===== src/rtl/bus_fifo_device.sv =====
// bus_fifo_device
//   Memory-mapped device with a TX FIFO drained by a valid/ready stream and
//   an RX FIFO filled by a valid/ready stream. Register map (addr_in[3:2]):
//     0 TXDATA  write pushes TX FIFO, read returns 0
//     1 RXDATA  read pops RX FIFO, write ignored
//     2 STATUS  flags/counts, bits 4/5 are write-1-to-clear sticky errors
//     3 CTRL    bit0 irq_en (rw), bit1 write-1 flushes both FIFOs
// Ports:
//   clk_in, reset_in                  clock, asynchronous active-high reset
//   req_in, addr_in, we_in, wdata_in  single-cycle bus request, never stalled
//   rdata_out                         registered read response (cycle N+1)
//   tx_valid_out, tx_data_out, tx_ready_in   TX drain stream
//   rx_valid_in, rx_data_in, rx_ready_out    RX fill stream
//   irq_out                           level interrupt
module bus_fifo_device #(
  parameter int DataWidth    = 32,
  parameter int AddressWidth = 32,
  parameter int Depth        = 4
) (
  input  logic                    clk_in,
  input  logic                    reset_in,
  input  logic                    req_in,
  input  logic [AddressWidth-1:0] addr_in,
  input  logic                    we_in,
  input  logic [DataWidth-1:0]    wdata_in,
  output logic [DataWidth-1:0]    rdata_out,
  output logic                    tx_valid_out,
  output logic [DataWidth-1:0]    tx_data_out,
  input  logic                    tx_ready_in,
  input  logic                    rx_valid_in,
  input  logic [DataWidth-1:0]    rx_data_in,
  output logic                    rx_ready_out,
  output logic                    irq_out
);

  localparam int PtrW = (Depth > 1) ? $clog2(Depth) : 1;
  localparam int CntW = PtrW + 1;

  localparam logic [1:0] ADDR_TXDATA = 2'd0;
  localparam logic [1:0] ADDR_RXDATA = 2'd1;
  localparam logic [1:0] ADDR_STATUS = 2'd2;
  localparam logic [1:0] ADDR_CTRL   = 2'd3;

  // Storage and state
  logic [DataWidth-1:0] tx_mem_r [Depth];
  logic [DataWidth-1:0] rx_mem_r [Depth];
  logic [PtrW-1:0]      tx_wr_ptr_r, tx_rd_ptr_r, rx_wr_ptr_r, rx_rd_ptr_r;
  logic [CntW-1:0]      tx_count_r, rx_count_r;
  logic                 overflow_r, underflow_r, irq_en_r;
  logic [DataWidth-1:0] rdata_r;

  // Decoded controls
  logic [1:0]           sel_s;
  logic                 rd_s, wr_s;
  logic                 tx_empty_s, tx_full_s, rx_empty_s, rx_full_s;
  logic                 tx_push_s, tx_pop_s, rx_push_s, rx_pop_s;
  logic                 ovf_set_s, unf_set_s, status_wr_s, ctrl_wr_s, flush_s;
  logic [7:0]           tx_cnt8_s, rx_cnt8_s;
  logic [DataWidth-1:0] status_s, rdata_nxt_s;
  logic                 addr_unused_s;

  // Address bits outside [3:2] are intentionally not decoded.
  assign addr_unused_s = ^{addr_in[AddressWidth-1:4], addr_in[1:0]};

  assign sel_s = addr_in[3:2];
  assign rd_s  = req_in && !we_in;
  assign wr_s  = req_in && we_in;

  // Flags come from start-of-cycle counts, so same-cycle stream activity
  // never rescues a full write or an empty read.
  assign tx_empty_s = (tx_count_r == CntW'(0));
  assign tx_full_s  = (tx_count_r == CntW'(Depth));
  assign rx_empty_s = (rx_count_r == CntW'(0));
  assign rx_full_s  = (rx_count_r == CntW'(Depth));

  assign tx_push_s   = wr_s && (sel_s == ADDR_TXDATA) && !tx_full_s;
  assign ovf_set_s   = wr_s && (sel_s == ADDR_TXDATA) && tx_full_s;
  assign tx_pop_s    = !tx_empty_s && tx_ready_in;
  assign rx_push_s   = rx_valid_in && !rx_full_s;
  assign rx_pop_s    = rd_s && (sel_s == ADDR_RXDATA) && !rx_empty_s;
  assign unf_set_s   = rd_s && (sel_s == ADDR_RXDATA) && rx_empty_s;
  assign status_wr_s = wr_s && (sel_s == ADDR_STATUS);
  assign ctrl_wr_s   = wr_s && (sel_s == ADDR_CTRL);
  assign flush_s     = ctrl_wr_s && wdata_in[1];

  assign tx_valid_out = !tx_empty_s;
  assign tx_data_out  = tx_mem_r[tx_rd_ptr_r];
  assign rx_ready_out = !rx_full_s;
  assign rdata_out    = rdata_r;
  assign irq_out      = irq_en_r && (!rx_empty_s || overflow_r || underflow_r);

  assign tx_cnt8_s = 8'(tx_count_r);
  assign rx_cnt8_s = 8'(rx_count_r);

  // STATUS register image
  always_comb begin
    status_s        = '0;
    status_s[0]     = tx_empty_s;
    status_s[1]     = tx_full_s;
    status_s[2]     = rx_empty_s;
    status_s[3]     = rx_full_s;
    status_s[4]     = overflow_r;
    status_s[5]     = underflow_r;
    status_s[15:8]  = tx_cnt8_s;
    status_s[23:16] = rx_cnt8_s;
  end

  // Read response mux; anything other than an accepted read yields 0
  always_comb begin
    rdata_nxt_s = '0;
    if (rd_s) begin
      case (sel_s)
        ADDR_TXDATA: rdata_nxt_s = '0;
        ADDR_RXDATA: begin
          if (!rx_empty_s) begin
            rdata_nxt_s = rx_mem_r[rx_rd_ptr_r];
          end else begin
            rdata_nxt_s = '0;
          end
        end
        ADDR_STATUS: rdata_nxt_s = status_s;
        ADDR_CTRL:   rdata_nxt_s = {{(DataWidth-1){1'b0}}, irq_en_r};
        default:     rdata_nxt_s = '0;
      endcase
    end else begin
      rdata_nxt_s = '0;
    end
  end

  // TX FIFO: bus push, stream pop, flush wins over both
  always_ff @(posedge clk_in or posedge reset_in) begin
    if (reset_in) begin
      for (int i = 0; i < Depth; i++) tx_mem_r[i] <= '0;
      tx_wr_ptr_r <= '0;
      tx_rd_ptr_r <= '0;
      tx_count_r  <= '0;
    end else if (flush_s) begin
      tx_wr_ptr_r <= '0;
      tx_rd_ptr_r <= '0;
      tx_count_r  <= '0;
    end else begin
      if (tx_push_s) begin
        tx_mem_r[tx_wr_ptr_r] <= wdata_in;
        tx_wr_ptr_r           <= tx_wr_ptr_r + PtrW'(1);
      end
      if (tx_pop_s) begin
        tx_rd_ptr_r <= tx_rd_ptr_r + PtrW'(1);
      end
      case ({tx_push_s, tx_pop_s})
        2'b10:   tx_count_r <= tx_count_r + CntW'(1);
        2'b01:   tx_count_r <= tx_count_r - CntW'(1);
        default: tx_count_r <= tx_count_r;
      endcase
    end
  end

  // RX FIFO: stream push, bus pop, flush wins over both
  always_ff @(posedge clk_in or posedge reset_in) begin
    if (reset_in) begin
      for (int i = 0; i < Depth; i++) rx_mem_r[i] <= '0;
      rx_wr_ptr_r <= '0;
      rx_rd_ptr_r <= '0;
      rx_count_r  <= '0;
    end else if (flush_s) begin
      rx_wr_ptr_r <= '0;
      rx_rd_ptr_r <= '0;
      rx_count_r  <= '0;
    end else begin
      if (rx_push_s) begin
        rx_mem_r[rx_wr_ptr_r] <= rx_data_in;
        rx_wr_ptr_r           <= rx_wr_ptr_r + PtrW'(1);
      end
      if (rx_pop_s) begin
        rx_rd_ptr_r <= rx_rd_ptr_r + PtrW'(1);
      end
      case ({rx_push_s, rx_pop_s})
        2'b10:   rx_count_r <= rx_count_r + CntW'(1);
        2'b01:   rx_count_r <= rx_count_r - CntW'(1);
        default: rx_count_r <= rx_count_r;
      endcase
    end
  end

  // Sticky error flags (set wins over a same-cycle clear) and irq enable
  always_ff @(posedge clk_in or posedge reset_in) begin
    if (reset_in) begin
      overflow_r  <= 1'b0;
      underflow_r <= 1'b0;
      irq_en_r    <= 1'b0;
    end else begin
      if (ovf_set_s) begin
        overflow_r <= 1'b1;
      end else if (status_wr_s && wdata_in[4]) begin
        overflow_r <= 1'b0;
      end else begin
        overflow_r <= overflow_r;
      end
      if (unf_set_s) begin
        underflow_r <= 1'b1;
      end else if (status_wr_s && wdata_in[5]) begin
        underflow_r <= 1'b0;
      end else begin
        underflow_r <= underflow_r;
      end
      if (ctrl_wr_s) begin
        irq_en_r <= wdata_in[0];
      end else begin
        irq_en_r <= irq_en_r;
      end
    end
  end

  // Registered read data
  always_ff @(posedge clk_in or posedge reset_in) begin
    if (reset_in) begin
      rdata_r <= '0;
    end else begin
      rdata_r <= rdata_nxt_s;
    end
  end

endmodule


===== config.mk =====
export PLATFORM = sky130hd
export DESIGN_NAME = bus_fifo_device
export DESIGN_NICKNAME = d
export VERILOG_FILES = /design/src/rtl/bus_fifo_device.sv
export SDC_FILE = /design/constraint.sdc
export NUM_CORES = 1
export LEC_CHECK = 0
export ABC_AREA = 0
export CAP_MARGIN = 20
export CORE_ASPECT_RATIO = 1.5
export CORE_UTILIZATION = 55
export DETAILED_ROUTE_END_ITERATION = 8
export PLACE_DENSITY = 0.79
export SKIP_LAST_GASP = 1
export SYNTH_ARGS = -nofsm -noshare
export SYNTH_HDL_FRONTEND = slang
export SYNTH_SLANG_ARGS = --single-unit
export TNS_END_PERCENT = 1

===== constraint.sdc =====
create_clock -name clk_in -period 12.1 [get_ports clk_in]
set_input_delay 1.815 -clock clk_in [delete_from_list [all_inputs] [get_ports clk_in]]
set_output_delay 1.815 -clock clk_in [all_outputs]
set_load 0.02 [all_outputs]

==> results.cfg <==
[grt]
grt_pass1_wl_um = 45700
grt_pass1_vias = 8212
grt_usage_pct = 22.3
grt_antenna_before_repair = 0
grt_max_degree = 150
grt-ovfl-total = 0

[critical_path]
worstSetupPathType = register to output pin
cp_max_fo = 23
slowest_stage = dfrtp_2
crit_required_ns = 10.28
worstPathCellList = buf_4 -> mux4_2 -> clkdlybuf4s50_1
worst_path_largest_cell_delay_ns = 0.61
cp.arrival_ns = 2.80
rrSetupSlack_ns = 9.10
end_kind = output pin
startpoint_type = register

[yosys]
synth_fp_nets = 941
synthTopCellsByCount = 305 x dfrtp_1, 125 x mux2_2, 120 x mux2_4
synth_warnings = 0
synth.cell_area_um2 = 13900
synthCells = 829
yosysMostFrequentCell = dfrtp_1
synth_area_leaders = dfrtp_1 55%, mux2_4 13%, mux4_2 10%, mux2_2 10%, buf_12 1.9%
ys_seq_elements = 305
synth_cell_types = 50
synth_edf_count = 0
yosysTopAreaCellShare_pct = 54.9
dominantRegCellSynth = dfrtp_1
seq_area_frac_synth_pct = 54.9
ys_async_sr_fraction_pct = 100
yosysTopAreaCell = dfrtp_1
avgSynthCellArea_um2 = 16.8

[floorplanning]
coreArea_um2 = 24600
die_w_um = 132
die-area_um2 = 25900
io_pins = 169
num_rows = 70
die_h_um = 197
start_util_pct = 56.5

[sta]
rsz0062_at_grt = no
timing.fmax_mhz = 217
skew_ns = 0.00920
fin_crit_ns = 4.62
finalSetupTns_ns = 0
setup_viol = 0
setup_ws_ns = 7.48
holdWs_ns = 0.494
fin_crit_sh_pct = 38.1
finalMaxSlewViolations = 0
tightest_slew_ns = 0.951
final_hold_viol_count = 0
slew_headroom_pct = 36.6

[layout]
nNetsFinal = 1070
fin_util_pct = 66.5
final_cells = 1300
fill_cells = 1675
antennaDiodeCount = 0
syn_to_final_growth_pct = 17.6
drive_gt1_share_pct = 39.0

[clocking]
post_cts_resized = 0
cts_hold_buffers = 0
cts_root_buf = clkbuf_16
cts_max_level = 1
postCtsSetupBuffers = 0
cts_tree = done
cts-buffers-inserted = 29
clk_pin_slew_ns = 0.06
clock_sinks = 305
clock_latency_ns = 0.53
clock_path_buffers = 3

[drt]
drc_errors = 0
drt_iter0_markers = 355
first_pass_iters = 4
num_vias = 7464
wl_per_cell_um = 21.3
routed_wl_um = 27600
ant_nets = 0
post_drt_via_cell_ratio = 5.74

[power_and_ir_drop]
p_leak_nw = 7.57
peakVddDrop_v = 0.000180
power_density_nw_per_um2 = 264

[placement]
io_buffers = 138
dp_hpwl_um = 16700
dp_cells = 1249
gp_congestion = 0.773
dpl_worst_slack_ns = 7.60

[outcome]
status = complete, no violations

[job]
cap_violations = 0

[min_path]
hp-class = register to register
[layer usage]
layer	track usage, %	up-vias	share of wire [%]
met3	3.55	36	4.5
met5	0	-	0
met2	39.2	154	52
li1	-	3320	-
met1	28.7	3954	42
met4	5.68	0	1.9
[critical path, delay by kind of cell, from the launching register on]
kind | cells | cell delay (ns)
multiplexers | 1 | 0.57
flip-flops | 1 | 0.61
buffers and inverters | 2 | 1.06
[layout make-up]
| cell class | count | area, µm² | share of cell area, % |
|---|---|---|---|
| sequential | 305 | 7640 | 46.7 |
| multi-input combinational | 467 | 5840 | 35.7 |
| timing repair buffer | 150 | 1500 | 9.19 |
| clock buffer | 43 | 868 | 5.31 |
| tap | 324 | 405 | 2.48 |
| clock inverter | 6 | 83.8 | 0.512 |
| inverter | 5 | 26.3 | 0.161 |
[power breakdown]
group          leakage [nW]  switching, mW  total (mW)  internal (mW)
registers              3.81          0.289        1.75           1.46
clock network         0.472          0.375       0.909          0.534
logic                  3.29          0.610        1.66           1.05
total                  7.57           1.27        4.32           3.04
[cell families after synthesis]
group | synth area share (%)
flops | 54.9
fa+ha+maj | 1.01
simple gates | 4.21
mux | 34.6
xor+xnor | 0.378
buf+inv | 3.26
compound gates | 1.66
[sequential cells by signal (all words and copies together), names as in the netlist]
register and flops:
rx_wr_ptr_r 2, rdata_out 32, overflow_r 1, tx_rd_ptr_r 2, rx_mem_r 128, rx_count_r 3, tx_wr_ptr_r 2, tx_count_r 3
rx_rd_ptr_r 2, underflow_r 1, irq_en_r 1, tx_mem_r 128
[metrics by stage]
step | area, µm² | power [mW]
6_report | 16400 | 4.32
5_1_grt | 16400 | 4.55
4_1_cts | 16300 | 4.36
3_5_place_dp | 15400 | 3.43
3_3_place_gp | 15400 | 3.37
2_1_floorplan | 13900 | 2.98
[placed cells by master (no fill, tap or decap), types with 2 or more instances in the layout]
cell type,count
nand3_4,4
o31a_1,2
nor2_1,20
dfrtp_2,3
mux4_2,64
o311ai_0,3
xnor2_1,2
nand2b_1,2
o31ai_1,2
nand2_1,17
nand3_1,5
dfrtp_1,302
clkdlybuf4s50_1,138
mux2_1,12
nand4bb_1,2
mux2_2,125
bufinv_16,2
and3_1,20
clkbuf_1,5
a22oi_1,9
ha_1,8
xor2_1,4
clkbuf_16,29
buf_4,10
nor2b_1,4
o211ai_1,2
mux2_4,120
clkinv_2,3
and2_1,2
fa_1,2
a21oi_1,4
clkbuf_8,9
a31oi_1,2
mux2i_1,3
o21ai_0,5
nor3_1,4
inv_1,4
[worst paths after layout]
kind / start / to / depth (start not counted)
worst max-delay path: tx_rd_ptr_r[0]$_DFFE_PP0P_ / tx_data_out[26] / 3
worst min-delay path: tx_mem_r[36]$_DFFE_PP0P_ / tx_mem_r[36]$_DFFE_PP0P_ / 1
worst max register to register: rx_count_r[0]$_DFFE_PP0P_ / rx_count_r[2]$_DFFE_PP0P_ / 7
worst min register to register: tx_mem_r[36]$_DFFE_PP0P_ / tx_mem_r[36]$_DFFE_PP0P_ / 1
max in group asynchronous: reset_in / rx_rd_ptr_r[0]$_DFFE_PP0P_ / 4
min in group asynchronous: reset_in / tx_mem_r[60]$_DFFE_PP0P_ / 2
(Power assumes the default switching activity.)
